--- src/rtl/disp_pkg.sv ---
// Shared types and constants for the 7-segment scan controller.
// Segment patterns are active low, ordered {g,f,e,d,c,b,a}.
package disp_pkg;

    typedef logic [6:0] seg_t;

    localparam seg_t SEG_OFF = 7'h7F;

    localparam seg_t HEX_SEG [16] = '{
        7'h40, 7'h79, 7'h24, 7'h30,
        7'h19, 7'h12, 7'h02, 7'h78,
        7'h00, 7'h10, 7'h08, 7'h03,
        7'h46, 7'h21, 7'h06, 7'h0E
    };

endpackage

--- src/rtl/hex_seg_decode.sv ---
// Combinational hex nibble to active-low segment lookup.
// A blanked digit drives every segment off regardless of the nibble.
module hex_seg_decode
    import disp_pkg::*;
(
    input  logic [3:0] nibble_i,
    input  logic       blank_i,
    output logic [6:0] seg_o
);

    always_comb begin
        seg_o = HEX_SEG[nibble_i];
        if (blank_i) begin
            seg_o = SEG_OFF;
        end
    end

endmodule

--- src/rtl/display_scan_ctrl.sv ---
// Time-multiplexed scan controller for a common-anode, active-low 7-segment bank.
// Optional leading-zero blanking is enabled by defining DISP_LZ_BLANK_EN.
module display_scan_ctrl
    import disp_pkg::*;
#(
    parameter int NUM_DIGITS  = 4,
    parameter int REFRESH_DIV = 50000
) (
    input  logic                  clk,
    input  logic                  reset,
    input  logic                  load_valid,
    output logic                  load_ready,
    input  logic [31:0]           data_in,
    output logic [6:0]            segments,
    output logic [NUM_DIGITS-1:0] anodes,
    output logic [2:0]            digit_idx,
    output logic                  frame_tick
);

    localparam int CNT_W = (REFRESH_DIV > 2) ? $clog2(REFRESH_DIV) : 1;

    if (NUM_DIGITS < 1 || NUM_DIGITS > 8) begin : g_bad_num_digits
        $error("display_scan_ctrl: NUM_DIGITS must be in 1..8");
    end
    if (REFRESH_DIV < 2) begin : g_bad_refresh_div
        $error("display_scan_ctrl: REFRESH_DIV must be >= 2");
    end

    logic [CNT_W-1:0]      div_cnt_q, div_cnt_d;
    logic [2:0]            idx_q, idx_d;
    logic [31:0]           active_q, active_d;
    logic [31:0]           pending_q, pending_d;
    logic                  pending_vld_q, pending_vld_d;
    logic                  frame_tick_q;
    logic [6:0]            seg_q;
    logic [NUM_DIGITS-1:0] anodes_q, anodes_d;

    logic                  term_cnt;
    logic                  frame_end;
    logic                  accept;
    logic [3:0]            cur_nibble;
    logic                  blank;
    logic [6:0]            seg_dec;

`ifdef DISP_LZ_BLANK_EN
    // A digit is blank when it and every higher displayed digit are zero; digit 0 always shows.
    function automatic logic lz_blank(input logic [31:0] val, input logic [2:0] idx);
        logic higher_nz;
        higher_nz = 1'b0;
        for (int j = NUM_DIGITS - 1; j >= 1; j--) begin
            if (3'(j) == idx) begin
                return (val[j*4 +: 4] == 4'd0) && !higher_nz;
            end
            higher_nz = higher_nz | (val[j*4 +: 4] != 4'd0);
        end
        return 1'b0;
    endfunction
`endif

    always_comb begin
        term_cnt   = (div_cnt_q == CNT_W'(REFRESH_DIV - 1));
        frame_end  = term_cnt && (idx_q == 3'(NUM_DIGITS - 1));
        accept     = load_valid && !pending_vld_q;
        cur_nibble = active_q[{idx_q, 2'b00} +: 4];
`ifdef DISP_LZ_BLANK_EN
        blank      = lz_blank(active_q, idx_q);
`else
        blank      = 1'b0;
`endif

        div_cnt_d = term_cnt ? '0 : div_cnt_q + CNT_W'(1);
        idx_d     = idx_q;
        if (term_cnt) begin
            idx_d = (idx_q == 3'(NUM_DIGITS - 1)) ? 3'd0 : idx_q + 3'd1;
        end

        // New values only reach the active register at a frame boundary.
        active_d      = active_q;
        pending_d     = pending_q;
        pending_vld_d = pending_vld_q;
        if (frame_end && pending_vld_q) begin
            active_d      = pending_q;
            pending_vld_d = 1'b0;
        end else if (accept && frame_end) begin
            active_d = data_in;
        end else if (accept) begin
            pending_d     = data_in;
            pending_vld_d = 1'b1;
        end

        // All anodes off during the terminal count to avoid ghosting into the next digit.
        anodes_d = term_cnt ? '1 : ~(NUM_DIGITS'(1) << idx_q);
    end

    hex_seg_decode u_decode (
        .nibble_i (cur_nibble),
        .blank_i  (blank),
        .seg_o    (seg_dec)
    );

    always_ff @(posedge clk or posedge reset) begin
        if (reset) begin
            div_cnt_q     <= '0;
            idx_q         <= 3'd0;
            active_q      <= '0;
            pending_q     <= '0;
            pending_vld_q <= 1'b0;
            frame_tick_q  <= 1'b0;
            seg_q         <= SEG_OFF;
            anodes_q      <= '1;
        end else begin
            div_cnt_q     <= div_cnt_d;
            idx_q         <= idx_d;
            active_q      <= active_d;
            pending_q     <= pending_d;
            pending_vld_q <= pending_vld_d;
            frame_tick_q  <= frame_end;
            seg_q         <= seg_dec;
            anodes_q      <= anodes_d;
        end
    end

    assign load_ready = !pending_vld_q;
    assign segments   = seg_q;
    assign anodes     = anodes_q;
    assign digit_idx  = idx_q;
    assign frame_tick = frame_tick_q;

endmodule

--- config.mk ---
export PLATFORM = sky130hd
export DESIGN_NAME = display_scan_ctrl
export DESIGN_NICKNAME = d
export VERILOG_FILES = /design/src/rtl/disp_pkg.sv /design/src/rtl/hex_seg_decode.sv /design/src/rtl/display_scan_ctrl.sv
export SDC_FILE = /design/constraint.sdc
export NUM_CORES = 1
export LEC_CHECK = 0
export ABC_AREA = 1
export CAP_MARGIN = 25
export CORE_ASPECT_RATIO = 1.5
export CORE_UTILIZATION = 55
export DETAILED_ROUTE_END_ITERATION = 8
export GPL_TIMING_DRIVEN = 0
export PLACE_DENSITY = 0.82
export SLEW_MARGIN = 20
export SYNTH_ARGS = -nofsm -noshare
export SYNTH_HDL_FRONTEND = slang
export SYNTH_SLANG_ARGS = --single-unit
--- constraint.sdc ---
create_clock -name clk -period 9.6 [get_ports clk]
set_clock_uncertainty 0.2 [all_clocks]
set_input_delay 1.44 -clock clk [delete_from_list [all_inputs] [get_ports clk]]
set_output_delay 1.44 -clock clk [all_outputs]
set_load 0.02 [all_outputs]
Yosys cells after proc, flatten, opt, wreduce, memory -nomap -nowiden:

Memories as Yosys holds them, arrays and structs flattened. A register that Yosys moved wholly into a read port is not among the register bits.
Index checks and enable logic that the tools add are counted.

* add/sub/neg operators: 2
* multipliers: 0
* div/mod/pow operators: 0
* $lt $le $gt $ge: 0
* eq/ne operators: 3
* shift-type cells: 2
* multiplexer cells: 8
* bitwise logic cells: 4
* reductions and logical operators: 9

Operator list (number)
* $mux 32: 2
* $shiftx 32x6->4: 1
* $add 16x1->16 const B: 1
* $eq 16x16->1 const B: 1
* $mux 16: 1
* $not 4->5: 1
* $logic_and 1x1->1: 4
* $mux 4: 1
* $not 4->4: 1
* $reduce_bool 2->1: 2
* $shl 1x3->4 const A: 1
* $add 3x1->3 const B: 1
* $eq 3x2->1 const B: 1
* $mux 1: 3
* $mux 3: 1
* $reduce_and 3->1: 1
* $ne 2x2->1 const B: 1
* $not 1->1: 2
* $reduce_and 2->1: 1
* $logic_not 1->1: 1

* register bits: 89
* bits in latches: 0
* RAM bits: 0
* memory bits (read-only): 112
* input bits: 35
* output and inout bits: 16
* memories: 1

Memories
* (name not given): words 16, bits a word 7, read ports 1, clocked after Yosys merged registers in 1, write ports 0, line hex_seg_decode.sv:12 `seg_o = HEX_SEG[nibble_i];`

Logic depth before layout (Yosys ltp):

* word-level depth: 5
* mapped depth: 13
* mapped depth without buffers: 12

Hierarchy:

A second synthesis with hierarchy kept.

* cells, all modules: 638
* area total of the unflattened synthesis: 4837.1 sq um

Modules (own cells, without submodules)
* display_scan_ctrl: instances 1, cells an instance 587, area each 4544.4 sq um
* hex_seg_decode: instances 1, cells an instance 51, area each 292.8 sq um

Least setup slack after synthesis:

Ideal clock, no wire load.

* path kind: reg2out
* start: reg pending_vld_q
* end: out load_ready
* data arrival time: 0.882 ns
* setup slack: 7.078 ns
* stages on the path, launching flop included: 3
* buffers on the path: 1
* cell sequence: dfrtp_1 -> inv_2 -> clkbuf_1

* longest elaborated chain between the ends: 1

Ends and longest elaborated chain
* from (decl): line display_scan_ctrl.sv:33 `logic pending_vld_q, pending_vld_d;`
* from (signal assigned): line display_scan_ctrl.sv:116 `pending_vld_q <= pending_vld_d;`
* $logic_not 1->1: line display_scan_ctrl.sv:123 `assign load_ready = !pending_vld_q;`
* to (decl): line display_scan_ctrl.sv:12 `output logic load_ready,`

Every way passes these cells.

Worst setup path after layout:

Same ends and word-level chain as after synthesis.

==> flow_summary.ini <==
[worst_setup_path]
endpoint_kind = primary output
cp.arrival_ps = 1980
worst-r2r-cell-count = 13
required_ps = 7960
cp_max_fo = 10
crit_path_start_kind = register
worstSetupPathType = reg2out

[finish]
design_area_mm2 = 0.006035
area_growth_pct = 18.79
fillerInstances = 718
fin_nets = 811
n_antenna_cell = 0
drive_above_1_share = 0.08690

[power]
power_density_mw_per_mm2 = 135.3
vdd_ir_drop_max_uv = 113.7
p_leak_nw = 3.308

[logic_synthesis]
seq_area_frac_synth = 0.4756
netlist_area_mm2 = 0.005080
yosysWarnings = 0
synthArstFlopShare = 1.000
synth-main-ff-cell = dfrtp_1
synth_edf_count = 0
synthCells = 704
syn_avg_cell_area_um2 = 7.216
synth_nets = 749
netlist-cell-type-count = 30
ys_ff_latch = 96

[placed_design]
dp_hpwl_mm = 8.083
placed_area_mm2 = 0.005751
place.gp.congestion = 0.9399
portBuffers = 50

[global_route]
grt_use_total = 0.2568
grt_pass1_wl_mm = 19.14
grt-ovfl-total = 0
grt_pass1_vias = 4384
grt_max_degree = 50
antenna_found_initial = 0

[worst_hold_path]
whs_path_depth = 2
hold_path.class = reg2reg

[timing]
post-route-min-period_ps = 3620
hold_viol = 0
fin_crit_sh = 0.3771
worst_pin_slew_ps = 659.5
rsz0062_at_grt = false
fmax_mhz = 276.2
holdWs_ps = 273.5
finalSetupTns_ps = 0
finalSetupViolCount = 0
maxSlewHeadroom = 0.5587
drv_slew = 0

[cts]
clk_latency_ps = 330
cts_hold_buf = 0
cts.sinks = 96
htreeDepth = 3
post-cts-setup-buffers = 0
clkTransAtPathRegs_ps = 60
post_cts_resized = 0
cts_buffer_depth = 2
cts-root-buf = clkbuf_16
cts_buffers = 9
tritoncts = done

[route]
drt_iter0_markers = 320
post-route-drc-count = 0
first_pass_iters = 5
vias = 4506
routedWlPerCell_um = 12.56
totalWireLength_mm = 11.07
drt.antenna.violating_nets = 0
via_per_inst = 5.115

[die]
initial_core_util = 0.5720
fp.dieH_um = 119.7
io_pins = 51
coreArea_mm2 = 0.008881
die_x_um = 80.47
die_area_mm2 = 0.009633
rows = 42

[flow_run]
drv_cap = 0

[outcome]
status = completed
-- stage by stage --
| stage | cells | util | power, W | setup WS [ps] |
|---|---|---|---|---|
| CTS | 881 | 0.6795 | 0.0008235 | 5985 |
| finish | 881 | 0.6795 | 0.0008165 | 5980 |
| global placement | 864 | 0.6438 | 0.0004851 | 4154 |
| detailed placement | 865 | 0.6475 | 0.0004893 | 6202 |
| floorplan | 704 | - | 0.0004638 | 5473 |
| global route | 881 | 0.6795 | 0.0008489 | 5941 |
-- layer usage --
layer / share of wire / wire [µm] / GRT usage
met4: 0.021 / 228 / 0.09263
met1: 0.40 / 4387 / 0.3006
met3: 0.040 / 439 / 0.04715
met5: 0 / 0 / 0
met2: 0.54 / 6011 / 0.4582
-- report_power, final --
part	leakage, nW	total, W	internal, W	switching (W)
logic	1.93	0.0000526	0.0000259	0.0000267
registers	1.24	0.000429	0.000421	0.00000872
clock network	0.141	0.000335	0.000189	0.000146
-- worst max-delay path, cell delays in order (launching register included) --
cell,delay (ps)
dfrtp_1,420
inv_2,150
clkbuf_1,390
clkdlybuf4s50_1,690
-- flip-flops by register name, summed over array words and instances, names as in the netlist --
register	cells
segments	7
digit_idx	3
div_cnt_q	16
pending_q	32
anodes	4
frame_tick	1
pending_vld_q	1
active_q	32
-- synth_stat cells (all sizes together) (3+ instances only) --
library cell	count	share of area
nand2	290	0.22
buf	21	0.029
nor2	93	0.072
o21ai	8	0.0079
a21oi	3	0.0030
xor2	4	0.0069
nand3	73	0.072
clkbuf	6	0.0044
ha	10	0.025
nand4	4	0.0091
inv	86	0.064
dfrtp	85	0.42
dfstp	11	0.057
-- layout make-up --
cell class	count	area, µm²	share of cell area
clock buffer	11	252.7	0.04188
timing repair buffer	51	528.0	0.08750
multi-input combinational	493	2162	0.3583
clock inverter	5	31.28	0.005183
sequential	96	2416	0.4004
inverter	88	336.6	0.05577
buffer	27	170.2	0.02820
tap	110	137.6	0.02281
-- cell families (layout without fill, tap and decap cells) --
| kind of cell | count (synthesis) | after routing | share of synthesized area |
|---|---|---|---|
| fa+ha+maj | 10 | 10 | 0.02463 |
| xor+xnor | 4 | 4 | 0.006896 |
| flops | 96 | 96 | 0.4756 |
| simple gates | 467 | 467 | 0.3818 |
| buf+inv | 115 | 182 | 0.09876 |
| compound gates | 12 | 12 | 0.01232 |
-- path summary, 6_finish.rpt --
check	from	slack, ps	end
min in group asynchronous	reset	1300	pending_q[14]
min reg2reg	pending_q[28]	270	pending_q[28]
min	pending_q[28]	270	pending_q[28]
max in group asynchronous	reset	7260	anodes[3]
max reg2reg	digit_idx[0]	7290	segments[3]
max	pending_vld_q	5980	load_ready
-- placed cells by master (no fill, tap or decap), types with 3 or more instances in the layout --
master           count
clkdlybuf4s50_1     50
a21oi_1              3
o21ai_0              6
nand2_2              3
inv_1               79
nor2_1              91
nand3_1             73
dfstp_2             11
buf_2               13
nand2_1            284
dfrtp_1             85
clkinv_2             4
nand2_4              3
buf_6                6
xor2_1               4
inv_2                6
clkbuf_16            9
clkbuf_1             6
ha_1                10
Note: power is estimated with default switching activity, not from simulation.
